==> src/rtl/multicycle_main_ctrl.sv <==
// Multi-cycle main control FSM: fetch handshake, IF/ID/EX/(MEM)/WB sequencing and ALUOp generation.
// Defining CTRL_LOAD_STORE_EN adds lw/sw decode and the MEM state with the data-memory handshake.
module multicycle_main_ctrl #(
  parameter int unsigned MAX_WAIT = 15,
  parameter int unsigned ALUOP_W  = 4
) (
  input  logic               clk_i,
  input  logic               rst_i,
  input  logic               imem_ready_i,
  input  logic [31:0]        instr_i,
  input  logic               zero_i,
  input  logic               dmem_ready_i,
  output logic               imem_req_o,
  output logic               IRWrite_o,
  output logic               PCWrite_o,
  output logic               PCSrc_o,
  output logic [ALUOP_W-1:0] ALUOp_o,
  output logic               ALUSrc_o,
  output logic               RegDst_o,
  output logic               RegWrite_o,
  output logic               MemtoReg_o,
  output logic               dmem_req_o,
  output logic               dmem_we_o,
  output logic               fault_o,
  output logic [2:0]         state_o
);

  typedef enum logic [2:0] {
    StIf  = 3'd0,
    StId  = 3'd1,
    StEx  = 3'd2,
    StMem = 3'd3,
    StWb  = 3'd4
  } state_e;

  localparam logic [5:0] OpR     = 6'b000000;
  localparam logic [5:0] OpAddi  = 6'b001000;
  localparam logic [5:0] OpSltiu = 6'b001011;
  localparam logic [5:0] OpBeq   = 6'b000100;
  localparam logic [5:0] OpLui   = 6'b001111;
  localparam logic [5:0] OpOri   = 6'b001101;
  localparam logic [5:0] OpBne   = 6'b000101;
`ifdef CTRL_LOAD_STORE_EN
  localparam logic [5:0] OpLw    = 6'b100011;
  localparam logic [5:0] OpSw    = 6'b101011;
`endif

  localparam logic [ALUOP_W-1:0] AluR     = ALUOP_W'(0);
  localparam logic [ALUOP_W-1:0] AluAddi  = ALUOP_W'(1);
  localparam logic [ALUOP_W-1:0] AluSltiu = ALUOP_W'(2);
  localparam logic [ALUOP_W-1:0] AluBeq   = ALUOP_W'(3);
  localparam logic [ALUOP_W-1:0] AluLui   = ALUOP_W'(4);
  localparam logic [ALUOP_W-1:0] AluOri   = ALUOP_W'(5);
  localparam logic [ALUOP_W-1:0] AluBne   = ALUOP_W'(6);

  localparam logic [7:0] MaxWait = 8'(MAX_WAIT);

  state_e      r_state, w_state_next;
  logic [5:0]  r_opcode, w_opcode_next;
  logic [7:0]  r_wait_cnt, w_wait_cnt_next;
  // Suppresses the fetch request for one cycle after reset release and after a timeout.
  logic        r_req_hold, w_req_hold_next;
  logic        w_timeout;

  logic               w_known, w_imm, w_branch, w_bne, w_rtype, w_load, w_store;
  logic [ALUOP_W-1:0] w_aluop;
  logic               w_unused_instr;

  assign w_unused_instr = ^instr_i[25:0];

  always_comb begin
    w_known  = 1'b1;
    w_aluop  = AluR;
    w_imm    = 1'b0;
    w_branch = 1'b0;
    w_bne    = 1'b0;
    w_rtype  = 1'b0;
    w_load   = 1'b0;
    w_store  = 1'b0;
    case (r_opcode)
      OpR:     w_rtype = 1'b1;
      OpAddi:  begin w_aluop = AluAddi;  w_imm = 1'b1; end
      OpSltiu: begin w_aluop = AluSltiu; w_imm = 1'b1; end
      OpLui:   begin w_aluop = AluLui;   w_imm = 1'b1; end
      OpOri:   begin w_aluop = AluOri;   w_imm = 1'b1; end
      OpBeq:   begin w_aluop = AluBeq;   w_branch = 1'b1; end
      OpBne:   begin w_aluop = AluBne;   w_branch = 1'b1; w_bne = 1'b1; end
`ifdef CTRL_LOAD_STORE_EN
      OpLw:    begin w_aluop = AluAddi;  w_imm = 1'b1; w_load = 1'b1; end
      OpSw:    begin w_aluop = AluAddi;  w_imm = 1'b1; w_store = 1'b1; end
`endif
      default: w_known = 1'b0;
    endcase
  end

  always_ff @(posedge clk_i or negedge rst_i) begin
    if (!rst_i) begin
      r_state    <= StIf;
      r_opcode   <= 6'd0;
      r_wait_cnt <= 8'd0;
      r_req_hold <= 1'b1;
    end else begin
      r_state    <= w_state_next;
      r_opcode   <= w_opcode_next;
      r_wait_cnt <= w_wait_cnt_next;
      r_req_hold <= w_req_hold_next;
    end
  end

  always_comb begin
    w_state_next    = r_state;
    w_opcode_next   = r_opcode;
    w_wait_cnt_next = 8'd0;
    w_req_hold_next = 1'b0;
    w_timeout       = 1'b0;
    case (r_state)
      StIf: begin
        if (!r_req_hold) begin
          if (imem_ready_i) begin
            w_opcode_next = instr_i[31:26];
            w_state_next  = StId;
          end else if (r_wait_cnt == MaxWait) begin
            w_timeout       = 1'b1;
            w_req_hold_next = 1'b1;
          end else begin
            w_wait_cnt_next = r_wait_cnt + 8'd1;
          end
        end
      end
      StId:  w_state_next = w_known ? StEx : StIf;
      StEx: begin
        if (w_load || w_store) w_state_next = StMem;
        else if (w_branch)     w_state_next = StIf;
        else                   w_state_next = StWb;
      end
      StMem: begin
        if (dmem_ready_i) begin
          w_state_next = w_load ? StWb : StIf;
        end else if (r_wait_cnt == MaxWait) begin
          w_timeout       = 1'b1;
          w_req_hold_next = 1'b1;
          w_state_next    = StIf;
        end else begin
          w_wait_cnt_next = r_wait_cnt + 8'd1;
        end
      end
      StWb:    w_state_next = StIf;
      default: w_state_next = StIf;
    endcase
  end

  always_comb begin
    imem_req_o = 1'b0;
    IRWrite_o  = 1'b0;
    PCWrite_o  = 1'b0;
    PCSrc_o    = 1'b0;
    ALUOp_o    = AluR;
    ALUSrc_o   = 1'b0;
    RegDst_o   = 1'b0;
    RegWrite_o = 1'b0;
    MemtoReg_o = 1'b0;
    dmem_req_o = 1'b0;
    dmem_we_o  = 1'b0;
    fault_o    = w_timeout;
    state_o    = r_state;
    case (r_state)
      StIf: begin
        imem_req_o = !r_req_hold;
        IRWrite_o  = !r_req_hold && imem_ready_i;
        PCWrite_o  = !r_req_hold && imem_ready_i;
      end
      StId: fault_o = !w_known;
      StEx: begin
        ALUOp_o  = w_aluop;
        ALUSrc_o = w_imm;
        if (w_branch) begin
          PCSrc_o   = 1'b1;
          PCWrite_o = w_bne ? !zero_i : zero_i;
        end
      end
      StMem: begin
`ifdef CTRL_LOAD_STORE_EN
        dmem_req_o = 1'b1;
        dmem_we_o  = w_store;
`endif
      end
      StWb: begin
        ALUOp_o    = w_aluop;
        RegWrite_o = 1'b1;
        RegDst_o   = w_rtype;
        MemtoReg_o = w_load;
      end
      default: fault_o = 1'b1;
    endcase
  end

endmodule

==> config.mk <==
export PLATFORM = sky130hd
export DESIGN_NAME = multicycle_main_ctrl
export DESIGN_NICKNAME = d
export VERILOG_FILES = /design/src/rtl/multicycle_main_ctrl.sv
export SDC_FILE = /design/constraint.sdc
export NUM_CORES = 1
export LEC_CHECK = 0
export ABC_AREA = 1
export CORE_MARGIN = 2
export CORE_UTILIZATION = 35
export CTS_BUF_LIST = sky130_fd_sc_hd__clkbuf_16
export DETAILED_ROUTE_END_ITERATION = 7
export PLACE_DENSITY = 0.75
export SETUP_SLACK_MARGIN = 0.02
export SYNTH_ARGS = -nofsm -noshare
export SYNTH_HDL_FRONTEND = slang
export SYNTH_SLANG_ARGS = --single-unit
==> constraint.sdc <==
create_clock -name clk_i -period 1.2 [get_ports clk_i]
set_input_delay 0.18 -clock clk_i [delete_from_list [all_inputs] [get_ports clk_i]]
set_output_delay 0.18 -clock clk_i [all_outputs]
set_load 0.005 [all_outputs]
==> After elaboration in Yosys (flattened, before gate mapping) <==
Index checks and enable logic that the tools add are counted.
{ "op_classes": {"n_eq_ne": 14, "mux": 35, "add_sub_neg": 1, "reduce_logical": 13, "order_cmp": 0, "shifts": 0, "n_mul": 0, "div_mod_pow": 0, "bitwise": 1} }
{ "op_table": {"columns": ["op", "n"], "rows": [
  ["2-to-1 mux 8 bit", 4],
  ["equality test 6 x 4 -> 1 bit, second input constant", 4],
  ["2-to-1 mux 1 bit", 18],
  ["case mux 3 bit (6 select lines)", 1],
  ["case mux 8 bit (2 select lines)", 1],
  ["2-to-1 mux 3 bit", 5],
  ["equality test 6 x 3 -> 1 bit, second input constant", 2],
  ["case mux 3 bit (4 select lines)", 1],
  ["adder 8 x 1 -> 8 bit, second input constant", 1],
  ["equality test 8 x 4 -> 1 bit, second input constant", 1],
  ["OR reduction 4 bit", 2],
  ["OR reduction 7 bit", 1],
  ["equality test 3 x 2 -> 1 bit, second input constant", 2],
  ["zero test 6 bit", 1],
  ["case mux 1 bit (2 select lines)", 3],
  ["AND reduction 3 bit", 2],
  ["2-to-1 mux 4 bit", 1],
  ["!= test 2 bit, second input constant", 2],
  ["OR reduction 2 bit", 2],
  ["equality test 3 x 1 -> 1 bit, second input constant", 1],
  ["equality test 3 bit, second input constant", 1],
  ["zero test 1 bit", 3],
  ["zero test 3 bit", 1],
  ["!= test 3 bit, second input constant", 1],
  ["3 further kinds", 3]
]} }
{ "word_totals": {"in_bits": 37, "latch_bits": 0, "mem_bits_rw": 0, "out_inout_bits": 18, "rom_bits": 0, "memories": 0, "reg_bits": 18} }

==> Depth between registers and ports, before layout <==
{ "depth": {"word_depth": 6, "depth_mapped": 7} }

==> Worst setup path after synthesis <==
No wires, ideal clock.
{ "synth_timing": {"kind": "reg-to-output", "startpoint": "register r_opcode[5]", "endpoint": "output port PCWrite_o", "t_arrival_ns": 1.086, "required_ns": 1.020, "path_stages_with_launch": 5, "setup_slack_ns": -0.066, "path_buffers": 0, "path_cell_list": "dfrtp_1 -> nor2_2 -> nand3b_2 -> or2_1 -> o21ai_2"} }
{ "synth_via": {"elab_chain_cells": 5} }
{ "synth_rtl": {"columns": ["element", "line", "rtl"], "rows": [
  ["start: declaration", "59", "logic [5:0] r_opcode, w_opcode_next;"],
  ["start signal: assignment", "104", "r_opcode <= w_opcode_next;"],
  ["equality test 6 x 3 -> 1 bit", "80", "case (r_opcode)"],
  ["2-to-1 mux 1 bit or OR reduction 2 bit (tied branches)", null, null],
  ["2-to-1 mux 1 bit, on equally long branches", "178, 80", null],
  ["2-to-1 mux 1 bit (*)", "176", "if (w_branch) begin"],
  ["case mux 1 bit (2 select lines) (*)", "166", "case (r_state)"],
  ["end: declaration", "15", "output logic PCWrite_o,"]
]} }
Every way passes the cells marked *; elsewhere a longest branch is shown, timed or not.

==> Worst setup path in the final report <==
Same ends and word-level chain as after synthesis.

==> impl_summary.md <==
Run status
The flow ran to the end, but the final reports show violations. The final reports fail on setup timing.

Drt
The post-route DRC violation count is 0. After detailed routing, the total wire length is 3767 um. In the final routed layout, each cell accounts on average for 14.89 um. Dividing the detail-routed via count by the number of cells gives 4.850.

In this run the remaining antenna-violating nets after routing total 0. The count of vias placed by the detailed router is 1,227. The first-pass iteration count of the detailed router is 4. The first routing iteration left 32 violations.

Cells and area
Relative to the synthesized area, the layout overhead comes to 102.5%. The number of nets in the layout is 259. The sequential cells in the finished layout cover a total of 454.2 um^2. The antenna cell count is 0. The share of post-route cells with drive strength above 1 is 0.5909. The area of the multi-input gates is 815.8 um^2. For this run, the share of the core covered by cells in the final layout is 0.7265. For this run, the number of standard cells in the final layout without fillers is 253. The number of filler instances in the final layout is 207.

Global route
The largest net degree at the start of global routing is 15. The initial antenna violation count is 0. The first global-routing pass estimated 5451 um of wire. The number of global-route vias before repair is 1,204. The total overflow left after global routing is 0. In the global route stage, overall resource usage came out at 0.2109.

Floorplanning
The effective utilization at floorplan is 0.3588. In this run the horizontal extent of the chip is 59.26 um. The core region is 2978 um^2.

The number of placed I/O pins is 55. After floorplanning, the core was divided into 20 placement rows. The die is 59.26 um tall.

The die covers 3511 um^2.

STA
In the post-route analysis, the smallest setup slack over all paths is -596.1 ps. The number of failing hold endpoints at the final stage is 0. Of the available clock period, the critical path in the final layout requires 1.497.

Timing would allow up to 556.8 MHz. Setup repair after global routing could not meet its margin everywhere. The post-route clock skew is 3.685 ps. The smallest clock period supported by the final layout is computed as 1796 ps. The max-slew violation count is 0. The number of failing setup endpoints in the final timing report is 29.

Clocking
The number of sinks handled by clock tree synthesis is 18. The H-tree depth is 1. In this run the clock root is driven by a sky130_fd_sc_hd__clkbuf_16. The total clock buffers created by CTS is 3. The clock latency on the worst-skew pair is 250 ps. The TritonCTS clock tree is done. The clock-pin slew of the registers on the worst-case setup and hold paths is 50 ps.

The clock passes through at most 2 buffers. In this run, post-CTS hold repair placed 0 buffers.

Logic synthesis
By area the synthesized netlist is led by sky130_fd_sc_hd__dfrtp_1, sky130_fd_sc_hd__nand2_1, sky130_fd_sc_hd__nor2_1. In the synthesized netlist the async set-or-reset flop fraction comes to 1.000. The most used flip-flop cell after synthesis is sky130_fd_sc_hd__dfrtp_1. Yosys printed 0 warnings. The sequential fraction of the synthesis area is 0.4227. The combined area of all synthesized cells is 1069 um^2. The number of distinct library cell variants in the gate-level netlist after synthesis is 25. The largest area contributor in the synthesized netlist is sky130_fd_sc_hd__dfrtp_1. By count the netlist is led by sky130_fd_sc_hd__nand2_1, sky130_fd_sc_hd__nor2_1, sky130_fd_sc_hd__inv_1.

The number of instances in the synthesized netlist is 141. The most common cell in the synthesized netlist is sky130_fd_sc_hd__nand2_1. The flop and latch count out of synthesis is 18. The mean cell area of the mapped netlist is 7.578 um^2. In this run, synthesis inferred 0 flip-flops with an integrated enable.

Of the post-synthesis cell area, the dominant cell type holds 0.3981.

Power and ir drop
The analysis attributes to cell leakage a power of 1.055 nW. The power density over cell area is 2307 nW/um^2. VDD sags by at most 1.347 mV. After layout, the design draws a total of 4.991 mW.

Placed design
The number of buffer cells added on primary ports is 24. After detailed placement, the design holds a cell count of 228. The sum of net half-perimeters after detailed placement is 1959 um. Routability-driven placement finished with a final weighted congestion of 0.8613.

Critical path
For the worst setup path, the data required time is 1020 ps. The cell type of the slowest stage on the worst timing path is sky130_fd_sc_hd__dfrtp_1. The critical-path maximum fanout is 5. The data arrival time of the critical path is 1620 ps.

The worst setup path is of the reg -> out kind. For this run, the slowest stage of the critical path takes 420 ps. The critical path capture point type is an output port. Traced cell by cell, the critical path runs through nor2_4 > buf_6 > nand3b_4 > or2_4 > o21ai_2 > buf_2. The startpoint kind of the worst setup timing path is a flop. The worst register-to-register path has a setup slack of -280 ps.

Job
The tool flagged a number of max-cap violations equal to 0.

Min path
In this run the worst hold path is classified as in -> async.
==> cell type report <==
cell class / instances / area share
repair buffers: 76 / 0.3181
clock buffers: 3 / 0.03470
multi-input cells: 100 / 0.3771
inverters: 22 / 0.03933
clock inverters: 1 / 0.001735
well taps: 33 / 0.01909
flip-flops and latches: 18 / 0.2099
==> critical path, delay by kind of cell (launching register included) <==
kind | cells | cell delay, ps
and+or+nand+nor | 3 | 570
AOI/OAI and AO/OA | 1 | 100
DFF | 1 | 420
buffers and inverters | 2 | 260
==> path summary, 6_finish.rpt <==
kind,from,endpoint,cells after the start
setup / recovery,r_opcode[5],PCWrite_o,6
hold / removal,rst_i,r_wait_cnt[5],1
setup reg to reg,state_o[1],r_wait_cnt[3],7
hold reg to reg,r_opcode[4],r_opcode[4],2
max in group asynchronous,rst_i,state_o[1],2
min in group clk_i,instr_i[31],r_opcode[5],3
==> cells in the final DEF (no fill, tap or decap), drive strengths merged <==
| master | netlist | routed |
|---|---|---|
| a21oi | 6 | 6 |
| buf | 4 | 64 |
| clkbuf | 0 | 3 |
| clkdlybuf4s15 | 0 | 1 |
| clkdlybuf4s50 | 0 | 10 |
| conb | 1 | 4 |
| dfrtp | 17 | 17 |
| dfstp | 1 | 1 |
| dlygate4sd2 | 0 | 1 |
| ha | 1 | 1 |
| inv | 22 | 23 |
| nand2 | 33 | 33 |
| nand3 | 12 | 12 |
| nand3b | 1 | 1 |
| nand4 | 2 | 2 |
| nor2 | 25 | 25 |
| nor3 | 2 | 2 |
| nor3b | 1 | 1 |
| o21ai | 6 | 6 |
| or2 | 1 | 1 |
| xnor2 | 3 | 3 |
| xor2 | 3 | 3 |
==> cells by family after synthesis <==
logic type | after synthesis | share of synthesized area
flip-flops | 18 | 0.4227
adder cells (fa/ha/maj) | 1 | 0.01171
XOR/XNOR | 6 | 0.04919
AND/OR/NAND/NOR | 77 | 0.3478
buffers and inverters | 26 | 0.1054
other | 1 | 0.003510
AO/OA/AOI/OAI | 12 | 0.05972
==> report_power, final <==
| group | switching (mW) | total (mW) | internal (mW) |
|---|---|---|---|
| sequential | 0.234 | 1.02 | 0.782 |
| clock | 0.236 | 0.679 | 0.443 |
| combinational | 1.59 | 3.30 | 1.70 |
| total | 2.06 | 4.99 | 2.93 |
==> stage by stage <==
stage               hold slack (ps)  instance area (um^2)  worst slack (ps)  setup TNS (ps)
finish                        171.3                  2163            -596.1           -6914
detailed placement            424.6                  1582            -556.5           -6722
global placement              411.9                  1582            -509.5           -6208
CTS                           160.5                  2001            -508.6           -5344
global route                  182.3                  2163            -637.9           -8362
floorplan                    -115.6                  1097            -43.63          -43.63
==> layer usage <==
layer | part of all wire | GRT usage | vias to the layer above | routed length [um]
met5 | 0 | 0 | - | 0
met4 | 0.030 | 0.09416 | 0 | 112
met3 | 0.035 | 0.02620 | 13 | 130
met2 | 0.57 | 0.3862 | 37 | 2131
met1 | 0.37 | 0.2414 | 589 | 1392
li1 | - | - | 588 | -
==> registers in the layout, indices dropped and copies added, names as in the netlist <==
name        flops
r_opcode        6
r_req_hold      1
r_wait_cnt      8
state_o         3
==> what timing repair did <==
| item | CTS | global route |
|---|---|---|
| pin swaps | 23 | 18 |
| resized for setup | 114 | 42 |
| endpoints found under the setup margin | 31 | 30 |
| gates cloned | 0 | 1 |
| buffers inserted | 23 | 8 |
Power figures use the tool's default switching activity.
